### src/rtl/div_clk_monitor.sv
// div_clk_monitor
// Downstream checker for an even clock divider. The divided clock is sampled
// directly in the clk domain. The block measures every period and high time
// in clk cycles, declares lock after LOCK_CNT consecutive good periods, and
// flags loss of the divided clock or any bad period seen while locked.
//
// Observability: dbg_state exposes the measurement FSM (0=IDLE, 1=HIGH, 2=LOW).
module div_clk_monitor #(
   parameter int N        = 6,     // expected division ratio (even, >= 2)
   parameter int CNT_W    = 16,    // width of counters and measurement outputs
   parameter int LOCK_CNT = 4,     // consecutive good periods needed for lock
   parameter int TIMEOUT  = 1024   // edge-free clk cycles before loss is declared
) (
   input  logic             clk,
   input  logic             rst,
   input  logic             div_in,
   input  logic             clr,
   output logic [CNT_W-1:0] period_o,
   output logic [CNT_W-1:0] high_o,
   output logic             meas_valid,
   output logic             locked,
   output logic             timeout,
   output logic             err_sticky,
   output logic [1:0]       dbg_state
);

   localparam int OK_W = (LOCK_CNT < 1) ? 1 : $clog2(LOCK_CNT + 1);

   localparam logic [CNT_W-1:0] C_ONE    = CNT_W'(1);
   localparam logic [CNT_W-1:0] C_MAX    = {CNT_W{1'b1}};
   localparam logic [CNT_W-1:0] C_PERIOD = CNT_W'(N);
   localparam logic [CNT_W-1:0] C_HALF   = CNT_W'(N / 2);
   localparam logic [CNT_W-1:0] C_TO     = CNT_W'(TIMEOUT);
   localparam logic [CNT_W-1:0] C_TO_M1  = CNT_W'(TIMEOUT - 1);
   localparam logic [OK_W-1:0]  C_LOCK   = OK_W'(LOCK_CNT);
   localparam logic [OK_W-1:0]  C_OK_ONE = OK_W'(1);

   typedef enum logic [1:0] {
      S_IDLE = 2'd0,
      S_HIGH = 2'd1,
      S_LOW  = 2'd2
   } state_t;

   // ------------------------------------------------------------------
   // Registers
   // ------------------------------------------------------------------
   logic             r_p;          // previous sample of div_in
   state_t           r_state;
   logic [CNT_W-1:0] r_hcnt;       // cycles spent high in the current period
   logic [CNT_W-1:0] r_lcnt;       // cycles spent low in the current period
   logic [CNT_W-1:0] r_idle_cnt;   // cycles since the last edge, saturating
   logic [OK_W-1:0]  r_ok_cnt;     // consecutive good periods, saturating
   logic [CNT_W-1:0] r_period;
   logic [CNT_W-1:0] r_high;
   logic             r_meas_valid;
   logic             r_locked;
   logic             r_timeout;
   logic             r_err;

   // ------------------------------------------------------------------
   // Combinational helpers
   // ------------------------------------------------------------------
   logic             w_rise;
   logic             w_fall;
   logic             w_quiet;
   logic             w_publish;
   logic             w_to_event;
   logic             w_good;
   logic [CNT_W:0]   w_sum;
   logic [CNT_W-1:0] w_period_sat;
   logic [CNT_W-1:0] w_hcnt_inc;
   logic [CNT_W-1:0] w_lcnt_inc;
   logic [OK_W-1:0]  w_ok_inc;

   assign w_rise  = div_in & ~r_p;
   assign w_fall  = ~div_in & r_p;
   assign w_quiet = ~w_rise & ~w_fall;

   // A completed period is published on the rise that closes the low phase.
   assign w_publish = (r_state == S_LOW) & w_rise;

   // Loss is declared on the single cycle the idle counter reaches TIMEOUT;
   // once saturated it stays put, so the event cannot repeat until an edge.
   assign w_to_event = w_quiet & (r_idle_cnt == C_TO_M1);

   // One extra bit keeps the period sum from wrapping before saturation.
   assign w_sum        = {1'b0, r_hcnt} + {1'b0, r_lcnt};
   assign w_period_sat = w_sum[CNT_W] ? C_MAX : w_sum[CNT_W-1:0];
   assign w_good       = (w_sum == {1'b0, C_PERIOD}) && (r_hcnt == C_HALF);

   assign w_hcnt_inc = (r_hcnt == C_MAX) ? C_MAX : r_hcnt + C_ONE;
   assign w_lcnt_inc = (r_lcnt == C_MAX) ? C_MAX : r_lcnt + C_ONE;
   assign w_ok_inc   = (r_ok_cnt == C_LOCK) ? C_LOCK : r_ok_cnt + C_OK_ONE;

   // Previous-sample register for edge detection; cleared so a level that is
   // already high after reset or clear counts as a fresh rise.
   always_ff @(posedge clk or posedge rst) begin
      if (rst) begin
         r_p <= 1'b0;
      end else if (clr) begin
         r_p <= 1'b0;
      end else begin
         r_p <= div_in;
      end
   end

   // Measurement FSM: tracks the high and low phases and counts their length.
   // Whatever phase precedes the first rise after IDLE is never measured.
   always_ff @(posedge clk or posedge rst) begin
      if (rst) begin
         r_state <= S_IDLE;
         r_hcnt  <= '0;
         r_lcnt  <= '0;
      end else if (clr) begin
         r_state <= S_IDLE;
         r_hcnt  <= '0;
         r_lcnt  <= '0;
      end else if (w_to_event) begin
         r_state <= S_IDLE;
      end else begin
         case (r_state)
            S_IDLE: begin
               if (w_rise) begin
                  r_state <= S_HIGH;
                  r_hcnt  <= C_ONE;
                  r_lcnt  <= '0;
               end
            end
            S_HIGH: begin
               if (w_fall) begin
                  r_state <= S_LOW;
                  r_lcnt  <= C_ONE;
               end else begin
                  r_hcnt <= w_hcnt_inc;
               end
            end
            S_LOW: begin
               if (w_rise) begin
                  r_state <= S_HIGH;
                  r_hcnt  <= C_ONE;
                  r_lcnt  <= '0;
               end else begin
                  r_lcnt <= w_lcnt_inc;
               end
            end
            default: begin
               r_state <= S_IDLE;
            end
         endcase
      end
   end

   // Edge-free cycle counter; runs in every state so a dead input is caught.
   always_ff @(posedge clk or posedge rst) begin
      if (rst) begin
         r_idle_cnt <= '0;
      end else if (clr) begin
         r_idle_cnt <= '0;
      end else if (!w_quiet) begin
         r_idle_cnt <= '0;
      end else if (r_idle_cnt != C_TO) begin
         r_idle_cnt <= r_idle_cnt + C_ONE;
      end
   end

   // Loss-of-clock level: set on the timeout event, cleared by the next rise.
   always_ff @(posedge clk or posedge rst) begin
      if (rst) begin
         r_timeout <= 1'b0;
      end else if (clr) begin
         r_timeout <= 1'b0;
      end else if (w_rise) begin
         r_timeout <= 1'b0;
      end else if (w_to_event) begin
         r_timeout <= 1'b1;
      end
   end

   // Measurement outputs; they hold their last value across a timeout.
   always_ff @(posedge clk or posedge rst) begin
      if (rst) begin
         r_period     <= '0;
         r_high       <= '0;
         r_meas_valid <= 1'b0;
      end else if (clr) begin
         r_period     <= '0;
         r_high       <= '0;
         r_meas_valid <= 1'b0;
      end else begin
         r_meas_valid <= w_publish;
         if (w_publish) begin
            r_period <= w_period_sat;
            r_high   <= r_hcnt;
         end
      end
   end

   // Good-period streak and lock flag; lock is computed from the next streak
   // value so it rises together with the meas_valid that completes it.
   always_ff @(posedge clk or posedge rst) begin
      if (rst) begin
         r_ok_cnt <= '0;
         r_locked <= 1'b0;
      end else if (clr) begin
         r_ok_cnt <= '0;
         r_locked <= 1'b0;
      end else if (w_to_event) begin
         r_ok_cnt <= '0;
         r_locked <= 1'b0;
      end else if (w_publish) begin
         if (w_good) begin
            r_ok_cnt <= w_ok_inc;
            r_locked <= (w_ok_inc == C_LOCK);
         end else begin
            r_ok_cnt <= '0;
            r_locked <= 1'b0;
         end
      end
   end

   // Sticky error: any bad period or loss of clock observed while locked.
   always_ff @(posedge clk or posedge rst) begin
      if (rst) begin
         r_err <= 1'b0;
      end else if (clr) begin
         r_err <= 1'b0;
      end else if (r_locked && (w_to_event || (w_publish && !w_good))) begin
         r_err <= 1'b1;
      end
   end

   assign period_o   = r_period;
   assign high_o     = r_high;
   assign meas_valid = r_meas_valid;
   assign locked     = r_locked;
   assign timeout    = r_timeout;
   assign err_sticky = r_err;
   assign dbg_state  = r_state;

endmodule
### config.mk
export PLATFORM = sky130hd
export DESIGN_NAME = div_clk_monitor
export DESIGN_NICKNAME = d
export VERILOG_FILES = /design/src/rtl/div_clk_monitor.sv
export SDC_FILE = /design/constraint.sdc
export NUM_CORES = 1
export LEC_CHECK = 0
export CAP_MARGIN = 20
export CELL_PAD_IN_SITES_DETAIL_PLACEMENT = 0
export CELL_PAD_IN_SITES_GLOBAL_PLACEMENT = 2
export CORE_MARGIN = 2
export CORE_UTILIZATION = 30
export CTS_BUF_LIST = sky130_fd_sc_hd__clkbuf_16
export DETAILED_ROUTE_END_ITERATION = 7
export GPL_ROUTABILITY_DRIVEN = 1
export HOLD_SLACK_MARGIN = 0.08
export PLACE_DENSITY_LB_ADDON = 0.1
export SYNTH_ARGS = -nofsm -noshare
export SYNTH_HDL_FRONTEND = slang
export SYNTH_SLANG_ARGS = --single-unit
### constraint.sdc
create_clock -name clk -period 3.4 [get_ports clk]
set_input_delay 0.68 -clock clk [delete_from_list [all_inputs] [get_ports clk]]
set_output_delay 0.68 -clock clk [all_outputs]
set_load 0.02 [all_outputs]
# Word level (Yosys, flattened, before mapping)
# Index checks and enable logic that the tools add are counted.
# W data, S select, Z words.
dict set report totals {
  regBits 90
  out_inout_bits 38
  elab_cells 102
  input_bits 4
}
dict set report op_classes {
  reduce_logical 16
  bitwise_logic 9
  muxes 42
  n_addsub 5
  eq_ne 18
}
# operator n
set ops {}
lappend ops {{$mux W16} 19}
lappend ops {{$add A16 B1 Y16 const B} 3}
lappend ops {{$pmux W16 S3} 1}
lappend ops {{$eq A16 B16 Y1 const B} 2}
lappend ops {{$pmux W16 S2} 1}
lappend ops {{$add A16 B16 Y17} 1}
lappend ops {{$eq A17 B3 Y1 const B} 1}
lappend ops {{$eq A16 B10 Y1 const B} 1}
lappend ops {{$eq A16 B2 Y1 const B} 1}
lappend ops {{$ne A16 B11 Y1 const B} 1}
lappend ops {{$mux W3} 5}
lappend ops {{$mux W1} 11}
lappend ops {{$ne A3 B3 Y1 const B} 3}
lappend ops {{$reduce_bool A3 Y1} 3}
lappend ops {{$mux W2} 4}
lappend ops {{$reduce_and A4 Y1} 2}
lappend ops {{$eq A3 B3 Y1 const B} 2}
lappend ops {{$and A1 B1 Y1} 5}
lappend ops {{$ne A4 B1 Y1 const B} 1}
lappend ops {{$ne A4 B4 Y1 const B} 1}
lappend ops {{$not A1 Y1} 4}
lappend ops {{$pmux W2 S2} 1}
lappend ops {{$reduce_bool A2 Y1} 2}
lappend ops {{$reduce_bool A4 Y1} 1}
lappend ops {{other kinds (12)} 14}

# Depth between registers and ports, before layout
dict set report logic_depth {
  ltp_word 9
  ltp_mapped 12
  ltp_nobuf 11
}

# Least setup slack after synthesis
# Ideal clock, no wire load.
dict set report synth_timing {
  path_kind {reg2reg}
  start {reg r_hcnt[0]}
  end {reg r_err, in the netlist err_sticky}
  synth_period_minus_slack_ps 2885
  setup_time_ps 126
  t_arrival_ps 2759
  path_stages_with_launch 12
  required_ps 3274
  path_slack_ps 515
  path_buffers 0
  path_cell_list {dfrtp_1 ha_1 inv_1 fa_1 nor2b_4 o31ai_4 a21oi_2 o21ai_2 o21ai_1 mux2i_1 or4_4 a221o_1}
}
dict set report synth_via {
  elab_chain_cells 8
  elab_cells_between_ends 9
  classes_between {add/sub (1); eq/ne (2); reduce/logical (6)}
}
# element line
set synth_rtl {}
lappend synth_rtl {{from (decl)} 49} ;# logic [CNT_W-1:0] r_hcnt;
lappend synth_rtl {{from (signal assigned)} 134} ;# r_hcnt <= w_hcnt_inc;
lappend synth_rtl {{$add A16 B16 Y17} 87} ;# assign w_sum = {1'b0, r_hcnt} + {1'b0, r_lcnt};
lappend synth_rtl {{$eq A17 B3 Y1} 89} ;# assign w_good = (w_sum == {1'b0, C_PERIOD}) && (r_hcnt == C_HALF);
lappend synth_rtl {{$logic_and A1 B1 Y1 *} 89}
lappend synth_rtl {{$logic_not A1 Y1 *} 227} ;# end else if (r_locked && (w_to_event || (w_publish && !w_good))) begin
lappend synth_rtl {{$logic_and A1 B1 Y1 *} 227}
lappend synth_rtl {{$logic_or A1 B1 Y1 *} 227}
lappend synth_rtl {{$logic_and A1 B1 Y1 *} 227}
lappend synth_rtl {{$reduce_bool A2 Y1 (no source line) *} -}
lappend synth_rtl {{to (signal assigned)} 224} ;# r_err <= 1'b0;
lappend synth_rtl {{to (signal assigned)} 226} ;# r_err <= 1'b0;
lappend synth_rtl {{to (signal assigned)} 228} ;# r_err <= 1'b1;
lappend synth_rtl {{to (decl)} 58} ;# logic r_err;
# Mark *: on every way between the ends. The rest lies on a longest branch, timed or not.
# A chain may end at the register's enable or synchronous reset.

# Worst setup path after layout
dict set report layout_timing {
  start {reg r_lcnt[0]}
  end {reg r_err, in the netlist err_sticky}
}
dict set report layout_via {
  elab_chain_cells 8
}
# element line
set layout_rtl {}
lappend layout_rtl {{from (decl)} 50} ;# logic [CNT_W-1:0] r_lcnt;
lappend layout_rtl {{from (signal assigned)} 143} ;# r_lcnt <= w_lcnt_inc;
lappend layout_rtl {{$add A16 B16 Y17} 87}
lappend layout_rtl {{$eq A17 B3 Y1} 89}
lappend layout_rtl {{$logic_and A1 B1 Y1} 89}
lappend layout_rtl {{$logic_not A1 Y1} 227}
lappend layout_rtl {{$logic_and A1 B1 Y1} 227}
lappend layout_rtl {{$logic_or A1 B1 Y1} 227}
lappend layout_rtl {{$logic_and A1 B1 Y1} 227}
lappend layout_rtl {{$reduce_bool A2 Y1 (no source line)} -}
# Every way passes these cells.

==> flow_summary.toml <==
[outcome]
status = "finished, final reports clean"

[final_layout]
drive_gt1_share_pct = 8.79
final_common_cell = "dfrtp_1"
nets = 699
utilization_pct = 36.6
area_delta_synth_final_pct = 20.6
antennaDiodeCount = 0
layout_common_cells = "dfrtp_1 (89), a21oi_1 (73), nand2_1 (67)"

[power]
p_sw_mw = 0.580
power_per_cell_area_nw_per_um2 = 374
ir_drop_mv = 0.294
leakage_nw = 2.77
combPwrFrac_pct = 6.7
pwr-share-clk_pct = 48.5
seq_power_share_pct = 44.8
swShare_pct = 23.9
power.internal_mw = 1.85

[global_route]
grt_util_met3_pct = 3.01
use_met1_pct = 24.1
grt.total_usage_pct = 16.9
grt_pass1_wl_um = 25900
grtUsageMet2_pct = 26.7
grt_overflow = 0
grt_max_degree = 32
grt_busiest_layer = "met2"
grt_antenna_before_repair = 0
grt_pass1_vias = 4701

[drt]
wirelength_um = 15900
vias = 4714
drtAntennaViolNets = 0
drt-vias-per-instance = 5.24
drtIter0Drc = 327
drc = 0
wl_per_cell_um = 17.7
firstDrtPassIters = 4

[floorplan]
start_util_pct = 30.4
coreArea_um2 = 17800
die-area_um2 = 19100
io_pins = 42
die_w_um = 138
rows = 49
die-height_um = 138

[sta]
fin_setup_tns_ps = 0
fin_hold_ws_ps = 523
worst_slew_pin_slew_ps = 994
drv_slew = 0
fmax_mhz = 306
finalSetupViolCount = 0
hold_violations = 0
skew_ps = 6.49
max_slew_margin_pct = 33.1
finalCritPeriodShare_pct = 96.0
finalCriticalPeriod_ps = 3260
rsz0062_at_grt = "no"
worst_slack_ps = 136

[worst_setup_path]
start_kind = "flop"
rr_startpoint = "r_lcnt[0]"
crit_required_ps = 3630
worstSetupPathType = "reg2reg"
r2r_end = "err_sticky"
r2r_slack_ps = 140
crit_path_max_fanout = 6
r2r_cells = 11
cp-end-kind = "flop"
arrival_ps = 3490
crit_start = "r_lcnt[0]"
crit_path_end = "err_sticky"

[clocking]
cts_buffer_depth = 2
clkSinkCount = 90
htree_num_levels = 3
clk_pin_slew_ps = 70
tritoncts = "done"
cts_buffers = 9
post_cts.repair.setup_buffers = 0
clkLatencyLatePin_ps = 350
root_buffer = "clkbuf_16"

[logic_synthesis]
synthTopCellsByArea = "dfrtp_1 (42%), a21oi_1 (6.9%), ha_1 (6.5%)"
netlist_area_um2 = 5400
async_reset_ff_share_pct = 100
yosys_register_bits = 90
synth_cell_types = 63
synth_ff_type = "dfrtp_1"
synth_top_area_share_pct = 41.7
synth_edf_count = 0
synth_top_cell_by_area = "dfrtp_1"
syn_avg_cell_area_um2 = 8.66
yosys_warnings = 0
synth_cells = 623
synth_nets = 656
yosysSeqAreaShare_pct = 41.7

[run]
maxCapViolCount = 0

[min_path]
hp-class = "reg2reg"

[place]
port_buffers = 41
dpl.hpwl_um = 11600
gp_congestion = 0.829
dp_slack_ps = 68.3
state kept, by name, indices dropped and copies added (netlist names), 2 cells and up:
register,cells
r_ok_cnt,3
r_lcnt,16
period_o,16
r_idle_cnt,16
r_hcnt,16
dbg_state,2
high_o,16
area by class of cell:
class                           count  area (µm²)
Sequential cell                    90        2250
Inverter                           27         103
Fill cell                        1860       11300
Clock inverter                      7         116
Tap cell                          229         287
Clock buffer                        9         225
Multi-Input combinational cell    476        2940
Timing Repair Buffer               62         581
worst min path at each step:
stage / slack [ps] / from / cells past startpoint / end
after floorplan: 490 / r_lcnt[10] / 2 / r_lcnt[10]
after global placement: 510 / high_o[9] / 2 / high_o[9]
after detailed placement: 520 / high_o[12] / 2 / high_o[12]
after CTS: 530 / high_o[11] / 2 / high_o[11]
after global routing: 550 / high_o[7] / 2 / high_o[7]
final: 520 / high_o[11] / 2 / high_o[11]
metrics by stage:
stage / instances / total power, mW / area, µm²
floorplan: 623 / 1.21 / 5400
global placement: 884 / 1.27 / 6140
detailed placement: 884 / 1.28 / 6140
CTS: 900 / 2.46 / 6480
global route: 900 / 2.54 / 6510
finish: 900 / 2.43 / 6510
cell usage after synthesis, drive strengths merged (3+ instances only):
library cell / n
dfrtp: 90
a21oi: 76
nand2: 67
o21ai: 64
nor2: 52
nand3: 30
ha: 28
inv: 27
and3: 18
clkbuf: 18
xor2: 17
a31oi: 12
buf: 12
a22o: 11
nand4: 9
a211oi: 7
nor4: 6
xnor2: 6
nor2b: 5
o31ai: 5
a21o: 4
nand2b: 4
or4: 4
a41oi: 3
nand3b: 3
nand4b: 3
nor3: 3
o22a: 3
or3: 3
power groups by stage:
stage / Sequential [mW] / Clock, mW / Combinational, mW
after floorplan: 1.11 / 0 / 0.100
after CTS: 1.09 / 1.21 / 0.165
after global routing: 1.09 / 1.27 / 0.182
after global placement: 1.11 / 0 / 0.165
after detailed placement: 1.11 / 0 / 0.165
final: 1.09 / 1.18 / 0.162
critical path, cell delays in order (launching register included):
cell     delay [ps]
dfrtp_1         450
ha_1            250
inv_1            80
fa_2            230
nor2b_4          60
o31ai_4         360
a21oi_2         120
or4_1           410
a31oi_1         190
nand4_1         170
or4_4           510
a221o_1         310
layer usage:
metal	up-vias	share of wire (%)
met5	-	0
met4	0	1.4
met3	12	2.9
met2	68	45
met1	2289	50
li1	2345	-
cell families after synthesis:
family | Yosys count | share of synthesized area (%)
fa+ha+maj | 29 | 6.86
buf+inv | 57 | 4.20
xor+xnor | 23 | 3.73
mux | 4 | 0.788
flops | 90 | 41.7
compound gates | 205 | 23.3
simple gates | 215 | 19.4
repair_timing:
item	CTS	global route
setup endpoints to repair	0	1
gates resized for setup	0	6
hold buffers	0	0
No activity file was read; power rests on OpenSTA's default activity.
